File: src/rtl/pipe_stall_ctrl.sv
// Front-end pipeline control: owns the PC, IF/ID and ID/EX registers.
// Converts a load-use stall request into a fetch freeze plus an ID/EX bubble,
// applies branch-flush redirects, and keeps saturating stall/flush counters.
// Every output comes straight from a register.
module pipe_stall_ctrl #(
    parameter int unsigned PC_W    = 8,
    parameter int unsigned INSTR_W = 16,
    parameter int unsigned REG_W   = 3,
    parameter int unsigned CNT_W   = 16
) (
    input  logic               clk,
    input  logic               rst,
    input  logic               stall_in,
    input  logic               flush_in,
    input  logic [PC_W-1:0]    branch_target,
    input  logic [INSTR_W-1:0] instr_in,
    input  logic [REG_W-1:0]   id_rd,
    input  logic               id_regwrite,
    output logic [PC_W-1:0]    pc_out,
    output logic [INSTR_W-1:0] ifid_instr,
    output logic [PC_W-1:0]    ifid_pc,
    output logic               ifid_valid,
    output logic               idex_valid,
    output logic [REG_W-1:0]   idex_rd,
    output logic               idex_regwrite,
    output logic               stall_active,
    output logic [CNT_W-1:0]   stall_cnt,
    output logic [CNT_W-1:0]   flush_cnt
);

    logic [PC_W-1:0]    pc_q, pc_d;
    logic [INSTR_W-1:0] ifid_instr_q, ifid_instr_d;
    logic [PC_W-1:0]    ifid_pc_q, ifid_pc_d;
    logic               ifid_valid_q, ifid_valid_d;
    logic               idex_valid_q, idex_valid_d;
    logic [REG_W-1:0]   idex_rd_q, idex_rd_d;
    logic               idex_regwrite_q, idex_regwrite_d;
    logic               stall_active_q, stall_active_d;
    logic [CNT_W-1:0]   stall_cnt_q, stall_cnt_d;
    logic [CNT_W-1:0]   flush_cnt_q, flush_cnt_d;
    logic               eff_stall;

    // A stall only matters when IF/ID holds a real instruction; flush wins.
    assign eff_stall = stall_in & ifid_valid_q & ~flush_in;

    // Next-state selection: flush, then stall, then normal advance.
    always_comb begin
        pc_d            = pc_q;
        ifid_instr_d    = ifid_instr_q;
        ifid_pc_d       = ifid_pc_q;
        ifid_valid_d    = ifid_valid_q;
        idex_valid_d    = 1'b0;
        idex_rd_d       = '0;
        idex_regwrite_d = 1'b0;
        stall_active_d  = eff_stall;
        stall_cnt_d     = stall_cnt_q;
        flush_cnt_d     = flush_cnt_q;

        if (flush_in) begin
            pc_d         = branch_target;
            ifid_instr_d = '0;
            ifid_pc_d    = '0;
            ifid_valid_d = 1'b0;
            if (flush_cnt_q != {CNT_W{1'b1}}) begin
                flush_cnt_d = flush_cnt_q + CNT_W'(1);
            end
        end else if (eff_stall) begin
            // PC and IF/ID hold; ID/EX takes the bubble from the defaults.
            if (stall_cnt_q != {CNT_W{1'b1}}) begin
                stall_cnt_d = stall_cnt_q + CNT_W'(1);
            end
        end else begin
            pc_d            = pc_q + PC_W'(1);
            ifid_instr_d    = instr_in;
            ifid_pc_d       = pc_q;
            ifid_valid_d    = 1'b1;
            idex_valid_d    = ifid_valid_q;
            idex_rd_d       = id_rd;
            idex_regwrite_d = id_regwrite & ifid_valid_q;
        end
    end

    // State registers with synchronous reset.
    always_ff @(posedge clk) begin
        if (rst) begin
            pc_q            <= '0;
            ifid_instr_q    <= '0;
            ifid_pc_q       <= '0;
            ifid_valid_q    <= 1'b0;
            idex_valid_q    <= 1'b0;
            idex_rd_q       <= '0;
            idex_regwrite_q <= 1'b0;
            stall_active_q  <= 1'b0;
            stall_cnt_q     <= '0;
            flush_cnt_q     <= '0;
        end else begin
            pc_q            <= pc_d;
            ifid_instr_q    <= ifid_instr_d;
            ifid_pc_q       <= ifid_pc_d;
            ifid_valid_q    <= ifid_valid_d;
            idex_valid_q    <= idex_valid_d;
            idex_rd_q       <= idex_rd_d;
            idex_regwrite_q <= idex_regwrite_d;
            stall_active_q  <= stall_active_d;
            stall_cnt_q     <= stall_cnt_d;
            flush_cnt_q     <= flush_cnt_d;
        end
    end

    assign pc_out        = pc_q;
    assign ifid_instr    = ifid_instr_q;
    assign ifid_pc       = ifid_pc_q;
    assign ifid_valid    = ifid_valid_q;
    assign idex_valid    = idex_valid_q;
    assign idex_rd       = idex_rd_q;
    assign idex_regwrite = idex_regwrite_q;
    assign stall_active  = stall_active_q;
    assign stall_cnt     = stall_cnt_q;
    assign flush_cnt     = flush_cnt_q;

endmodule
File: config.mk
export PLATFORM = sky130hd
export DESIGN_NAME = pipe_stall_ctrl
export DESIGN_NICKNAME = d
export VERILOG_FILES = /design/src/rtl/pipe_stall_ctrl.sv
export SDC_FILE = /design/constraint.sdc
export NUM_CORES = 1
export LEC_CHECK = 0
export CORE_UTILIZATION = 50
export CTS_CLUSTER_DIAMETER = 60
export DETAILED_ROUTE_END_ITERATION = 7
export DONT_BUFFER_PORTS = 1
export PLACE_DENSITY_LB_ADDON = 0.15
export SETUP_SLACK_MARGIN = 0.1
export SLEW_MARGIN = 20
export SYNTH_ARGS = -nofsm -noshare
export SYNTH_HDL_FRONTEND = slang
export SYNTH_SLANG_ARGS = --single-unit
export TNS_END_PERCENT = 5
File: constraint.sdc
create_clock -name clk -period 5.1 [get_ports clk]
set_input_delay 1.53 -clock clk [delete_from_list [all_inputs] [get_ports clk]]
set_output_delay 1.53 -clock clk [all_outputs]
set_load 0.1 [all_outputs]
==> results of run 1 <==
-- power by group through the flow --
stage                     sequential [mW]  combinational (mW)  clock (mW)
final                               0.691              0.0604       0.543
after global routing                0.693              0.0667       0.580
after CTS                           0.691              0.0609       0.556
after detailed placement            0.704              0.0608           0
after global placement              0.703              0.0593           0
after floorplan                     0.714              0.0434           0
-- metrics by stage --
step	instances	instance area, sq um
2_1_floorplan	333	3100
3_5_place_dp	397	3160
5_1_grt	412	3400
4_1_cts	412	3400
6_report	412	3400
3_3_place_gp	397	3160
-- area by class of cell --
type,instances,area (sq um)
inverter,7,26.3
clock buffer,10,138
fill,565,2550
tap,75,93.8
clock inverter,5,106
sequential,71,1420
timing repair buffer,8,60.1
multi-input combinational,236,1560
-- layout by cell type, fill, tap and decap left out, types with 4 or more instances in the layout --
cell type	count
a211oi_1	6
a21oi_1	25
a311oi_1	5
and3_1	8
and4_1	4
buf_4	8
clkbuf_8	10
dfxtp_1	70
inv_1	6
mux2_2	6
mux2i_1	5
nand2_1	38
nand3_1	16
nand4_1	7
nor2_1	22
nor2b_1	6
nor3_1	4
nor4_1	5
o21ai_0	10
o221a_2	15
o31ai_1	4
or3_1	9
or4_1	5
xor2_1	6
-- synth_stat cells, types with 6 or more instances --
cell type,instances,area [sq um]
nand2_1,38,143
nor2_1,22,82.6
inv_1,6,22.5
or3_1,9,56.3
mux2_2,6,67.6
nand4_1,7,43.8
nand3_1,16,80.1
a21oi_1,25,125
and3_1,8,50.1
o221a_2,15,169
xor2_1,6,52.6
nor2b_1,6,37.5
dfxtp_1,71,1420
a211oi_1,6,45.0
clkbuf_1,7,26.3
o21ai_0,10,50.1
-- kinds of logic after synthesis --
family / Yosys count
buffers and inverters: 26
DFF: 71
muxes: 11
xor gates and xnor gates: 7
adders and majority gates: 3
and+or+nand+nor: 133
AOI/OAI and AO/OA: 82
-- final timing paths --
check | startpoint | to | slack, ps
worst max-delay path | stall_cnt[7] | stall_cnt[0] | 2110
worst min-delay path | stall_cnt[1] | stall_cnt[1] | 580
worst max register to register | stall_cnt[7] | stall_cnt[0] | 2110
worst min register to register | stall_cnt[1] | stall_cnt[1] | 580
-- worst register-to-register path, stage by stage, from the launching register on --
cell and delay, ps:
dfxtp_1 1050, nand4_2 270, nor4_2 900, a21boi_0 330, mux2_2 340
-- sequential cells by signal, indices dropped and copies added (netlist names), 3 cells and up --
register and flops:
flush_cnt 16, ifid_instr 16, stall_cnt 16, ifid_pc 8, pc_out 8, idex_rd 3
-- metal layers --
metal	vias up	share of wire	wire, um	global-route usage
met5	-	0	0	0
met2	70	0.48	3230	0.342
met1	1193	0.43	2950	0.249
met4	0	0.015	103	0.111
li1	1248	-	-	-
met3	10	0.075	511	0.0798
==> summary.md, run 1 <==
| Metric | Value |
|---|---|
| XOR/XNOR share of the synthesized area | 0.0198 |
| Netlist cell types | 47 |
| Gp weighted congestion | 0.770 |
| Starting Density | 0.521 |
| Sw Pwr | 0.367 mW |
| FMAX | approximately 330 MHz |
| Mapped Area | 0.00310 sq mm |
| Mapped Nets | 368 |
| Site Rows | 28 |
| DIE HEIGHT | 80.8 um |
| First drt pass iteration count | 4 |
| Clock power frac | 0.420 |
| DRT antenna net count | 0 |
| First-pass GRT wire length | 10600 um |
| Critical path's slowest cell | dfxtp_1 |
| Compound-Gate Fraction of Synth Area | 0.199 |
| Bufs on Longest Clock Path | 2 |
| Clock latency on the worst-skew pair | 340 ps |
| Worst-path clk slew | 70 ps |
| Final WL | 6790 um |
| Switching part of the total | 0.283 |
| Register area share after synthesis | 0.458 |
| RSZ-0062 raised after global routing | false |
| Max rail drop VDD | 0.210 mV |
| Root buf cell | clkbuf_8 |
| Detail Placement HPWL | 4690 um |
| Reg2reg path depth | 4 |
| Post-synthesis simple-gate area fraction | 0.233 |
| GRT overflow | 0 |
| Post-synth ARST share | 0 |
| Worst Hold Path Cells | 2 |
| Worst-margin pin slew | approximately 1200 ps |
| Max-slew violations | 0 |
| Share of layout cells above drive strength 1 | 0.151 |
| CP Capture Type | flop |
| Leakage | 1.25 nW |
| Via count of the routed design | around 2.5k |
| Vias in the first global route | 2224 |
| Final Worst Setup Slack | 2110 ps |
| Clk sinks | 71 |
| Area of the core | roughly 0.006 sq mm |
| Critical Path Stages | 4 |
| Sequential power share | 0.534 |
| Ys flop type | dfxtp_1 |
| Adder-cell share of the synthesized area | 0.0121 |
| Mux contribution to synthesized area | 0.0379 |
| DR DRC count | 0 |
| Largest net degree at the start of global routing | 45 |
| IO Port Bufs | 0 |
| CTS resizes | 0 |
| Clock skew | 8.53 ps |
| Routed vias/inst | 6.12 |
| Final core area utilization | 0.572 |
| Final hold viol count | 0 |
| Largest family of logic cells by synthesized area | simple AND/OR/NAND/NOR gates |
| Largest delay share family, worst path | simple AND/OR/NAND/NOR gates |
| Ratio of total power to cell area | 380 mW/mm^2 |
| Combinational share of power | 0.047 |
| Post-CTS setup buffers | 0 |
| Max incr delay on CP | 1050 ps |
| Synthesis-to-layout area growth | 9.67% |
| Critical path launch point type | flop |
| Clock period minus worst slack | between 2000 and 3000 ps |
| # diodes | 0 |
| EDFF count, synth | 0 |
| Critical path cell sequence | nand4_2 -> nor4_2 -> a21boi_0 -> mux2_2 |
| Status | complete, no violations |
| WL per Instance | 16.5 um |
| CTS tree | done |
| H-tree depth | 3 |
| Die X-Extent | 80.8 um |
| Hold WS | about 580 ps |
| Worst rel slew slack | 0.220 |
| WP data arrival | roughly 3200 ps |
| Int Power | a little over 0.9 mW |
| YS warnings | 0 |
| DRC violation total after the first TritonRoute iteration | 122 |
| Endpoints failing setup | 0 |
| Post-Syn Instances | 333 |
| I/O pins | 103 |
| Die ar. | 0.00653 sq mm |
| CTS buffer count | 9 |
| Nets | 368 |
| Seq cells post-synth | approximately 70 |
| Post-Syn Area per Cell | 9.32 sq um |
| Hold_buf cts | 0 |
| Setup_tns | 0 ps |
| Crit path kind | flop to flop |
| Max_cap viols | 0 |
| Setup WS pre-CTS | 1770 ps |
| Final cycle utilization of the critical path | 0.587 |
| Buf/Inv on CP | 0 |
| Hold Path Class | flop to flop |
| Pwr Total | 1.29 mW |
| WP data required | 5330 ps |
| Total GRT Usage | 0.213 |
| Maximum fanout along the worst path | 11 |
| Initial antenna violation count | 0 |
No activity file was read; power rests on OpenSTA's default activity.
==> run 2, diff against run 1 <==
==> constraint.sdc (replaced) <==
create_clock -name clk -period 2.4 [get_ports clk]
set_input_delay 0.72 -clock clk [delete_from_list [all_inputs] [get_ports clk]]
set_output_delay 0.72 -clock clk [all_outputs]
set_load 0.1 [all_outputs]
==> run 2 against run 1 <==
Wire length increased by 9.0%. First-iteration DRC count rose by 14%. Largest power group unchanged. Critical endpoint is now pc_out[7]. Non-clock buffer count increased by 68. Global-route usage rose by 1.8 points. Clock power increased by 95%. Critical path type is now flop to output port. Register-to-register slack worse by 1700 ps. Setup slack worse by 1800 ps. Die area stayed put.
==> summary.md, run 2 (synthesis gave the netlist of run 1 again) <==
| Metric | Value |
|---|---|
| Site Rows | 28 (unchanged) |
| # diodes | 0 (unchanged) |
| Pwr Total | 2.71 mW (was 1.29 mW) |
| Critical path launch point type | flop (unchanged) |
| Int Power | 1.89 mW (was 0.928 mW) |
| Initial antenna violation count | 0 (unchanged) |
| Dpl cell area | 0.00367 sq mm (was 0.00316 sq mm) |
| Die ar. | 0.00653 sq mm (unchanged) |
| Clock power frac | 0.392 (was 0.420) |
| Clock period minus worst slack | 2060 ps |
| Largest net degree at the start of global routing | 45 (unchanged) |
| Detail Placement HPWL | 5300 um (was 4690 um) |
| Clock skew | 9.50 ps (was 8.53 ps) |
| Sw Pwr | 0.815 mW (was 0.367 mW) |
| Bufs on Longest Clock Path | 2 (unchanged) |
| Combinational share of power | 0.150 (was 0.047) |
| Routed vias/inst | 5.80 (was 6.12) |
| Area of the core | 0.00596 sq mm (unchanged) |
| Worst rel slew slack | 0.321 (was 0.220) |
| Final cycle utilization of the critical path | 0.860 |
| DRC violation total after the first TritonRoute iteration | 139 (was 122) |
| Finished Layout Cells | 481 (was 412) |
| Die X-Extent | 80.8 um (unchanged) |
| Hold_buf cts | 0 (unchanged) |
| Clk sinks | 71 (unchanged) |
| DR DRC count | 0 (unchanged) |
| Worst-margin pin slew | 1020 ps (was 1170 ps) |
| DRT antenna net count | 0 (unchanged) |
| GRT overflow | 0 (unchanged) |
| Via count of the routed design | 2791 (was 2521) |
| Vias in the first global route | 2539 (was 2224) |
| Synthesis-to-layout area growth | 25.5% (was 9.67%) |
| Final hold viol count | 0 (unchanged) |
| IO Port Bufs | 0 (unchanged) |
| Clock latency on the worst-skew pair | 340 ps (about the same) |
| Ratio of total power to cell area | 695 mW/mm^2 (was 380 mW/mm^2) |
| RSZ-0062 raised after global routing | false (unchanged) |
| Maximum fanout along the worst path | 4 (was 11) |
| Max rail drop VDD | 0.456 mV (was 0.210 mV) |
| Sequential power share | 0.458 (was 0.534) |
| WP data arrival | 1340 ps (was 3220 ps) |
| Hold Path Class | primary input to flop (was flop to flop) |
| Post-CTS setup buffers | 0 (unchanged) |
| FMAX | ~480 MHz |
| Worst-path clk slew | 80 ps (was 70 ps) |
| CTS buffer count | 9 (unchanged) |
| Nets | 436 (was 368) |
| Gp weighted congestion | 0.817 (was 0.770) |
| CP Capture Type | output port (was flop) |
| Crit path kind | flop to output port (was flop to flop) |
| Final Cell Area | 0.00389 sq mm (was 0.00340 sq mm) |
| Setup_tns | 0 ps (unchanged) |
| Placed cells | 465 (was 397) |
| First drt pass iteration count | 4 (unchanged) |
| Status | complete, no violations (unchanged) |
| Commonest non-fill, non-tap cell in the layout | buf_4 (was dfxtp_1) |
| WP data required | 1680 ps (was 5330 ps) |
| CTS tree | done (unchanged) |
| Max_cap viols | 0 (unchanged) |
| Total GRT Usage | 0.231 (was 0.213) |
| WL per Instance | 15.4 um (was 16.5 um) |
| Starting Density | 0.521 (unchanged) |
| Layout fillers | 548 (was 565) |
| Max-slew violations | 0 (unchanged) |
| Most frequent cells in the layout | buf_4 (76), dfxtp_1 (67), nand2_1 (38), a21oi_1 (25), nor2_1 (22) (was dfxtp_1 (70), nand2_1 (38), a21oi_1 (25), nor2_1 (22), nand3_1 (16)) |
| Leakage | 1.60 nW (was 1.25 nW) |
| First-pass GRT wire length | 11600 um (was 10600 um) |
| DIE HEIGHT | 80.8 um (unchanged) |
| H-tree depth | 3 (unchanged) |
| CTS resizes | 0 (unchanged) |
| I/O pins | 103 (unchanged) |
| Share of layout cells above drive strength 1 | 0.300 (was 0.151) |
| Final WL | 7400 um (was 6790 um) |
| Root buf cell | clkbuf_8 (unchanged) |
| Endpoints failing setup | 0 (unchanged) |
| Switching part of the total | 0.301 (was 0.283) |
run 2: cell count changes in the layout (fill, tap and decap cells not counted), sizes merged:
cell / before / now
buf: 8 / 76
inv: 6 / 8
bufinv: 3 / 2
clkinv: 2 / 1
clkinvlp: 1 / 2
run 2: worst paths after layout:
| path | start | to | slack (ps) | cells after the start |
|---|---|---|---|---|
| worst max-delay path | pc_out[7] | pc_out[7] | 340 | 0 |
| worst min-delay path | rst | stall_cnt[6] | 440 | 1 |
| worst min register to register | ifid_instr[8] | ifid_instr[8] | 460 | 2 |
| worst max register to register | flush_cnt[1] | flush_cnt[6] | 450 | 5 |
run 2: metrics by stage:
stage          utilization  hold slack [ps]  worst slack (ps)
6_report             0.654              442               336
3_5_place_dp         0.617              448               370
3_3_place_gp         0.617              440               401
2_1_floorplan            -              714              49.6
5_1_grt              0.654              417               229
4_1_cts              0.654              424               314
run 2: routing by layer:
| layer | track usage | vias to the layer above | routed length [um] |
|---|---|---|---|
| met4 | 0.100 | 0 | 107 |
| li1 | - | 1382 | - |
| met2 | 0.381 | 87 | 3560 |
| met3 | 0.0719 | 8 | 572 |
| met5 | 0 | - | 0 |
| met1 | 0.277 | 1314 | 3160 |
run 2: power by group through the flow:
stage / Sequential [mW] / Clock (mW) / Combinational, mW
floorplan: 1.52 / 0 / 0.0922
global placement: 1.27 / 0 / 0.403
detailed placement: 1.27 / 0 / 0.407
CTS: 1.24 / 1.08 / 0.408
global route: 1.24 / 1.13 / 0.425
finish: 1.24 / 1.06 / 0.406
run 2: worst reg2reg max path: cells and delay by family (launching register included):
kind,cells,cell delay [ps]
AOI/OAI and AO/OA,3,1110
and+or+nand+nor,1,200
adders and majority gates,1,210
DFF,1,360
run 2: layout make-up:
| type | instances | area, sq um | share of cell area |
|---|---|---|---|
| tap | 75 | 93.8 | 0.0241 |
| multi-input combinational | 236 | 1560 | 0.400 |
| inverter | 7 | 26.3 | 0.00675 |
| clock buffer | 10 | 128 | 0.0328 |
| timing repair buffer | 76 | 571 | 0.146 |
| clock inverter | 6 | 92.6 | 0.0238 |
| sequential | 71 | 1430 | 0.366 |
